File: src/rtl/memout_page_reader_pkg.sv
// Shared sizing constants and FSM state type for the output-page reader.
package memout_page_reader_pkg;

  localparam int DATA_W     = 32;
  localparam int PAGE_DEPTH = 32;
  localparam int IDX_W      = 5;
  localparam int RD_LATENCY = 2;
  localparam int FIFO_DEPTH = 4;

  typedef enum logic [1:0] {
    IDLE  = 2'd0,
    READ  = 2'd1,
    DRAIN = 2'd2
  } state_e;

endpackage

File: src/rtl/memout_page_reader_fifo.sv
// Synchronous first-word fall-through skid FIFO with an occupancy count.
module stream_fifo #(
  parameter int WIDTH = 33,
  parameter int DEPTH = 4
) (
  input  logic                       clk,
  input  logic                       reset,
  input  logic                       wr_en_i,
  input  logic [WIDTH-1:0]           wr_data_i,
  input  logic                       rd_en_i,
  output logic [WIDTH-1:0]           rd_data_o,
  output logic                       valid_o,
  output logic [$clog2(DEPTH+1)-1:0] count_o
);
  import memout_page_reader_pkg::*;

  localparam int PTR_W = (DEPTH > 1) ? $clog2(DEPTH) : 1;
  localparam int CNT_W = $clog2(DEPTH + 1);

  logic [WIDTH-1:0] mem_q [DEPTH];
  logic [PTR_W-1:0] wr_ptr_q, rd_ptr_q;
  logic [CNT_W-1:0] count_q, count_d;
  logic             do_wr, do_rd;

  assign do_wr = wr_en_i && (count_q != CNT_W'(DEPTH));
  assign do_rd = rd_en_i && (count_q != '0);

  always_comb begin
    count_d = count_q;
    if (do_wr && !do_rd) begin
      count_d = count_q + 1'b1;
    end else if (!do_wr && do_rd) begin
      count_d = count_q - 1'b1;
    end
  end

  always_ff @(posedge clk) begin
    if (reset) begin
      wr_ptr_q <= '0;
      rd_ptr_q <= '0;
      count_q  <= '0;
    end else begin
      count_q <= count_d;
      if (do_wr) begin
        wr_ptr_q <= (wr_ptr_q == PTR_W'(DEPTH - 1)) ? '0 : wr_ptr_q + 1'b1;
      end
      if (do_rd) begin
        rd_ptr_q <= (rd_ptr_q == PTR_W'(DEPTH - 1)) ? '0 : rd_ptr_q + 1'b1;
      end
    end
  end

  // Storage carries no reset; the pointers alone define what is valid.
  always_ff @(posedge clk) begin
    if (do_wr) begin
      mem_q[wr_ptr_q] <= wr_data_i;
    end
  end

  assign rd_data_o = mem_q[rd_ptr_q];
  assign valid_o   = (count_q != '0);
  assign count_o   = count_q;

endmodule

File: src/rtl/memout_page_reader.sv
// Reads a completed page out of the two-page output BRAM and streams it
// with valid/ready, tagging the final beat and the page BX.
module memout_page_reader #(
  parameter int DATA_W     = memout_page_reader_pkg::DATA_W,
  parameter int PAGE_DEPTH = memout_page_reader_pkg::PAGE_DEPTH,
  parameter int RD_LATENCY = memout_page_reader_pkg::RD_LATENCY,
  parameter int FIFO_DEPTH = memout_page_reader_pkg::FIFO_DEPTH
) (
  input  logic                        clk,
  input  logic                        reset,
  input  logic [1:0]                  bx_in,
  input  logic                        bx_valid,
  input  logic [$clog2(PAGE_DEPTH):0] nent_in,
  output logic                        mem_enb,
  output logic [$clog2(PAGE_DEPTH):0] mem_readaddr,
  input  logic [DATA_W-1:0]           mem_dout,
  output logic [DATA_W-1:0]           out_data,
  output logic                        out_valid,
  input  logic                        out_ready,
  output logic                        out_last,
  output logic [1:0]                  out_bx,
  output logic                        busy,
  output logic                        overrun
);
  import memout_page_reader_pkg::*;

  localparam int PG_IDX_W = $clog2(PAGE_DEPTH);
  localparam int CNT_W    = PG_IDX_W + 1;
  localparam int OCC_W    = $clog2(RD_LATENCY + 1);
  localparam int FCNT_W   = $clog2(FIFO_DEPTH + 1);

  state_e                state_q;
  logic                  page_q;
  logic [PG_IDX_W-1:0]   idx_q;
  logic [CNT_W-1:0]      count_q;
  logic [1:0]            bx_q;
  logic                  overrun_q;
  logic [RD_LATENCY-1:0] vld_q, last_q;

  logic [CNT_W-1:0]  nent_sat;
  logic [OCC_W-1:0]  inflight;
  logic [FCNT_W-1:0] fifo_cnt;
  logic [DATA_W:0]   fifo_rd;
  logic fifo_valid, credit, issue, idx_last, fire, last_hs, accept, drop;

  always_comb begin
    inflight = '0;
    for (int i = 0; i < RD_LATENCY; i++) begin
      inflight = inflight + OCC_W'(vld_q[i]);
    end
  end

  // Reads in flight are counted against FIFO space so returning data always fits.
  assign credit   = (int'(inflight) + int'(fifo_cnt)) < FIFO_DEPTH;
  assign issue    = !reset && (state_q == READ) && credit;
  assign idx_last = ({1'b0, idx_q} == (count_q - 1'b1));
  assign nent_sat = (nent_in > CNT_W'(PAGE_DEPTH)) ? CNT_W'(PAGE_DEPTH) : nent_in;

  assign fire    = out_valid && out_ready;
  assign last_hs = fire && fifo_rd[DATA_W];
  assign accept  = bx_valid && (nent_in != '0) &&
                   ((state_q == IDLE) || ((state_q == DRAIN) && last_hs));
  assign drop    = bx_valid && ((state_q == READ) || ((state_q == DRAIN) && !last_hs));

  always_ff @(posedge clk) begin
    if (reset) begin
      state_q   <= IDLE;
      page_q    <= 1'b0;
      idx_q     <= '0;
      count_q   <= '0;
      bx_q      <= '0;
      overrun_q <= 1'b0;
    end else begin
      if (accept) begin
        page_q  <= bx_in[0];
        idx_q   <= '0;
        count_q <= nent_sat;
        bx_q    <= bx_in;
      end
      if (drop) begin
        overrun_q <= 1'b1;
      end
      case (state_q)
        IDLE: begin
          if (accept) state_q <= READ;
        end
        READ: begin
          if (issue) begin
            idx_q <= idx_q + 1'b1;
            if (idx_last) state_q <= DRAIN;
          end
        end
        DRAIN: begin
          if (last_hs) state_q <= accept ? READ : IDLE;
        end
        default: state_q <= IDLE;
      endcase
    end
  end

  // Valid/last pipeline matching the BRAM latency; cleared on reset so
  // data still returning from an aborted page is never captured.
  always_ff @(posedge clk) begin
    if (reset) begin
      vld_q  <= '0;
      last_q <= '0;
    end else begin
      vld_q[0]  <= issue;
      last_q[0] <= issue && idx_last;
      for (int i = 1; i < RD_LATENCY; i++) begin
        vld_q[i]  <= vld_q[i-1];
        last_q[i] <= last_q[i-1];
      end
    end
  end

  stream_fifo #(
    .WIDTH (DATA_W + 1),
    .DEPTH (FIFO_DEPTH)
  ) u_fifo (
    .clk       (clk),
    .reset     (reset),
    .wr_en_i   (vld_q[RD_LATENCY-1]),
    .wr_data_i ({last_q[RD_LATENCY-1], mem_dout}),
    .rd_en_i   (fire),
    .rd_data_o (fifo_rd),
    .valid_o   (fifo_valid),
    .count_o   (fifo_cnt)
  );

  assign mem_enb      = issue;
  assign mem_readaddr = {page_q, idx_q};
  assign out_valid    = fifo_valid && !reset;
  assign out_data     = reset ? '0 : fifo_rd[DATA_W-1:0];
  assign out_last     = out_valid && fifo_rd[DATA_W];
  assign out_bx       = reset ? 2'b00 : bx_q;
  assign busy         = !reset && (state_q != IDLE);
  assign overrun      = overrun_q && !reset;

endmodule

File: config.mk
export PLATFORM = sky130hd
export DESIGN_NAME = memout_page_reader
export DESIGN_NICKNAME = d
export VERILOG_FILES = /design/src/rtl/memout_page_reader_pkg.sv /design/src/rtl/memout_page_reader_fifo.sv /design/src/rtl/memout_page_reader.sv
export SDC_FILE = /design/constraint.sdc
export NUM_CORES = 1
export LEC_CHECK = 0
export CORE_AREA = 3 3 125 127
export CTS_BUF_LIST = sky130_fd_sc_hd__clkbuf_8
export DETAILED_ROUTE_END_ITERATION = 8
export DIE_AREA = 0 0 128 130
export GPL_TIMING_DRIVEN = 0
export PLACE_DENSITY = 0.76
export REMOVE_ABC_BUFFERS = 1
export SYNTH_ARGS = -nofsm -noshare
export SYNTH_HDL_FRONTEND = slang
export SYNTH_HIERARCHICAL = 1
export SYNTH_SLANG_ARGS = --single-unit
File: constraint.sdc
create_clock -name clk -period 2.7 [get_ports clk]
set_clock_uncertainty 0.2 [all_clocks]
set_input_delay 0.675 -clock clk [delete_from_list [all_inputs] [get_ports clk]]
set_output_delay 0.675 -clock clk [all_outputs]
set_load 0.02 [all_outputs]
==> results.md <==
- The number of buffers added by the clock tree synthesis step is 17.
- Across every metal layer, demand over resource in global routing totals 0.167.
- The total global routing overflow is 0.
- Entering global routing, the biggest net connects 29 pins.
- From bottom edge to top edge, the die measures 130 um.
- The worst path required time is roughly 1800 ps.
- The number of rows created at floorplan is 44.
- The CTS tree is yes.
- The core region is about 15,000 sq um.
- The commonest cells after synthesis are 132 x edfxtp_1, 39 x nor2b_1, 30 x mux4_2, 29 x dfxtp_1, 17 x nand2_1.
- The switching power total is 1050 uW.
- The layer flagged by global routing as most heavily used is met2.
- The via count of the first global-routing pass is 3,860.
- The clock-pin slew on the worst setup and hold paths is ~80 ps.
- The kind of critical path is reg2out.
- The data arrival time of the critical path is 1890 ps.
- The part of the cycle the worst path needs is 1.02.
- For this block, the initial DRC count from the detailed router was 196.
- The share of total power dissipated in combinational logic is 0.097.
- Across all hold checks on the routed design, the worst slack comes to 254 ps.
- The end of the worst register-to-register path is u_fifo/count_o[2].
- The power density relative to cell area is 551 nW/um^2.
- At the later pin of the worst-skew pair, clock insertion delay measures 430 ps.
- The first global-routing pass estimated 20,700 um of wire.
- The biggest area contributor in the post-synthesis netlist is edfxtp_1.
- The most used standard cell by instance count after synthesis is edfxtp_1.
- For this run, the number of Yosys warnings is 6.
- Across all setup checks in the final design, the least slack found is -63.9 ps.
- In the routed layout, each cell is associated on average with a via count of around 5.3.
- The dominant register cell in the synthesized netlist is edfxtp_1.
- The timing-limited maximum frequency is 0.362 GHz.
- The relative area change from synthesis to final layout is 30.7%.
- In the post-synthesis netlist, the biggest area contributors are edfxtp_1 61%, mux4_2 10%, dfxtp_1 8.9%.
- Measured on the finished design, the core utilization comes to 0.589.
- The final estimated routing congestion in global placement is 0.737.
- The number of detailed-route iterations in the first pass is 4.
- The measured slew at the worst slew-check pin is 463 ps.
- After detailed routing, the total wire length is around 14,000 um.
- The placed instances occupy a cell area of 7660 sq um.
- The worst setup slack for register-to-register paths is 30 ps.
- In the final layout, the share of cells above drive strength 1 is 0.333.
- The die covers ~17,000 sq um.
- The number of antenna diodes in the final layout is 0.
- Max-cap violations in this run came to 0.
- The total setup violations reported at the end of the flow is 25.
- The average instance area after synthesis is around 17 sq um.
- The worst setup path is captured at a primary output.
- For this run, global-route usage on met3 was measured as 0.0598.
- The initial utilization of the core area, before any placement, comes to 0.450.
- The number of pins with negative max-slew slack in the final report is 0.
- The met1 usage is 0.215.
- The startpoint class of the critical path is a flip-flop.
- The netlist area before placement is 6550 sq um.
- After detailed routing, the average wire length per cell comes to 19.5 um.
- The clock period minus final worst setup slack is 2760 ps.
- The remaining design rule violation count is 0.
- Along the worst path, the maximum fanout reaches 6.
- The flow ran to the end, but the final reports show violations.
- Along the worst hold path, the cell count comes to 1.
- For this run, the register share of the synthesized area comes to 0.694.
- In this run the deepest clock path goes through 2 buffers.
- In this run the horizontal extent of the chip is 128 um.
- In this run the tool buffered the top-level ports with between 80 and 90 buffer cells.
- VDD sags by at most around 460 uV.
- The internal power of the cells totals roughly 3700 uW.
- The worst reg2reg path depth is 10.
- In the global route stage, met2 resource usage came out at 0.270.
- The total via count in the routed design is 3,666.
- The initial antenna violation count was 0.
- The maximum level of the CTS H-tree is 4.
- The startpoint identified for the worst register-to-register timing path is u_fifo/count_o[0].
- The share of total power dissipated in sequential elements is 0.582.
- The wire-length estimate of the detail-placed layout is approximately 7700 um.
- The clock net in this run drives a total of 161 sinks.
- The share of total power dissipated in the clock network is 0.321.
- The post-route cell area is 8560 sq um.
- The number of synthesized flops with an enable pin is ~130.
- Synthesis handed over a netlist of about 380 instances.
- 89 I/O pins were placed.
- The async set or reset register ratio after synthesis is 0.
- In this run the clock root is driven by a clkbuf_8.
- Of the total power, the share spent switching nets is 0.222.
- Setup repair after global routing could not meet its margin everywhere.
- For this design the static power due to leakage is 0.00297 uW.
- The final hold violation count came to 0.
- The worst hold path terminates at last_q[1].
- After the last flow step, the layout net total stands at 553.
- The path category of the worst min-delay check is reg2reg.
- In this run the most critical hold path is launched from last_q[0].
- After synthesis the netlist holds a flip-flop and latch count of 161.
- The number of different library cells in the post-synthesis netlist is 46.
- The area share of the largest cell type after synthesis is 0.605.
- The relative slew slack is 0.691.
- After clock tree synthesis, the flow added hold-fix buffers numbering 0.
- The checks that failed: setup timing.
- In this run the remaining antenna-violating nets after routing total 0.
## what timing repair did
action / in CTS / in global routing
resized for setup: 208 / 59
buffers inserted: 11 / 8
setup endpoints to repair: 36 / 35
hold endpoints to repair: 0 / 0
pin swaps: 1 / 4
cloned: 5 / 2
## critical path, stage by stage, from the launching register on
cell,delay [ps]
dfxtp_4,410
buf_12,130
buf_16,130
mux4_2,510
nor2b_4,140
buf_6,120
## power groups by stage
stage | clock [uW] | sequential, uW | combinational [uW]
2_1_floorplan | 0 | 2810 | 168
3_3_place_gp | 0 | 2810 | 354
3_5_place_dp | 0 | 2800 | 376
4_1_cts | 1560 | 2750 | 417
5_1_grt | 1670 | 2750 | 493
6_report | 1510 | 2750 | 458
## per-stage QoR
step | setup TNS [ps] | total power (uW) | cells | setup WS, ps
floorplan | -23550 | 2970 | 361 | -687
global route | -3770 | 4920 | 694 | -142
finish | -856 | 4720 | 694 | -63.9
global placement | -159400 | 3160 | 633 | -2840
CTS | -2850 | 4730 | 686 | -139
detailed placement | -13190 | 3180 | 640 | -1060
## cell type report
| class | instances | area, sq um |
|---|---|---|
| multi-input cells | 191 | 2020 |
| fillers | 1112 | 5980 |
| flip-flops and latches | 161 | 4560 |
| clock inverters | 13 | 101 |
| repair buffers | 119 | 1380 |
| well taps | 184 | 230 |
| inverters | 9 | 36.3 |
| clock buffers | 17 | 234 |
## routing by layer
layer / vias to the layer above / wire length (um)
li1: 1691 / -
met5: - / 0
met4: 0 / 177
met1: 1854 / 5820
met2: 109 / 6640
met3: 12 / 857
## how the worst max path moves through the flow
| stage | from | end | slack [ps] |
|---|---|---|---|
| floorplan | flip-flop | idx_q[3] | -690 |
| global placement | reset | mem_enb | -2840 |
| detailed placement | reset | mem_enb | -1060 |
| CTS | flip-flop | out_data[28] | -140 |
| global route | flip-flop | out_data[25] | -140 |
| finish | flip-flop | out_data[25] | -60 |
## sequential cells by signal (all words and copies together) (netlist names), named ones only
| name | count |
|---|---|
| u_fifo/mem_q | 132 |
| vld_q | 2 |
| idx_q | 5 |
| state_q | 2 |
| last_q | 2 |
| u_fifo/wr_ptr_q | 2 |
| bx_q | 2 |
| overrun_q | 1 |
| u_fifo/count_o | 3 |
| u_fifo/rd_ptr_q | 2 |
| count_q | 6 |
## cells by family (layout without fill, tap and decap cells)
kind of cell | count (synthesis) | after routing | share of synthesized area
muxes | 37 | 37 | 0.122
adders and majority gates | 10 | 10 | 0.0203
AOI/OAI and AO/OA | 29 | 29 | 0.0294
DFF | 161 | 161 | 0.694
and+or+nand+nor | 107 | 107 | 0.0963
xor gates and xnor gates | 8 | 8 | 0.0107
buffers and inverters | 29 | 158 | 0.0271
## layout by cell type (no fill, tap or decap), types with 14 or more instances in the layout
cell	count
clkdlybuf4s50_1	52
mux4_2	33
clkbuf_8	17
buf_4	14
nor2b_1	17
nor2b_4	21
edfxtp_1	132
buf_6	30
dfxtp_1	23
nand2_1	16
Note: power is estimated with default switching activity, not from simulation.
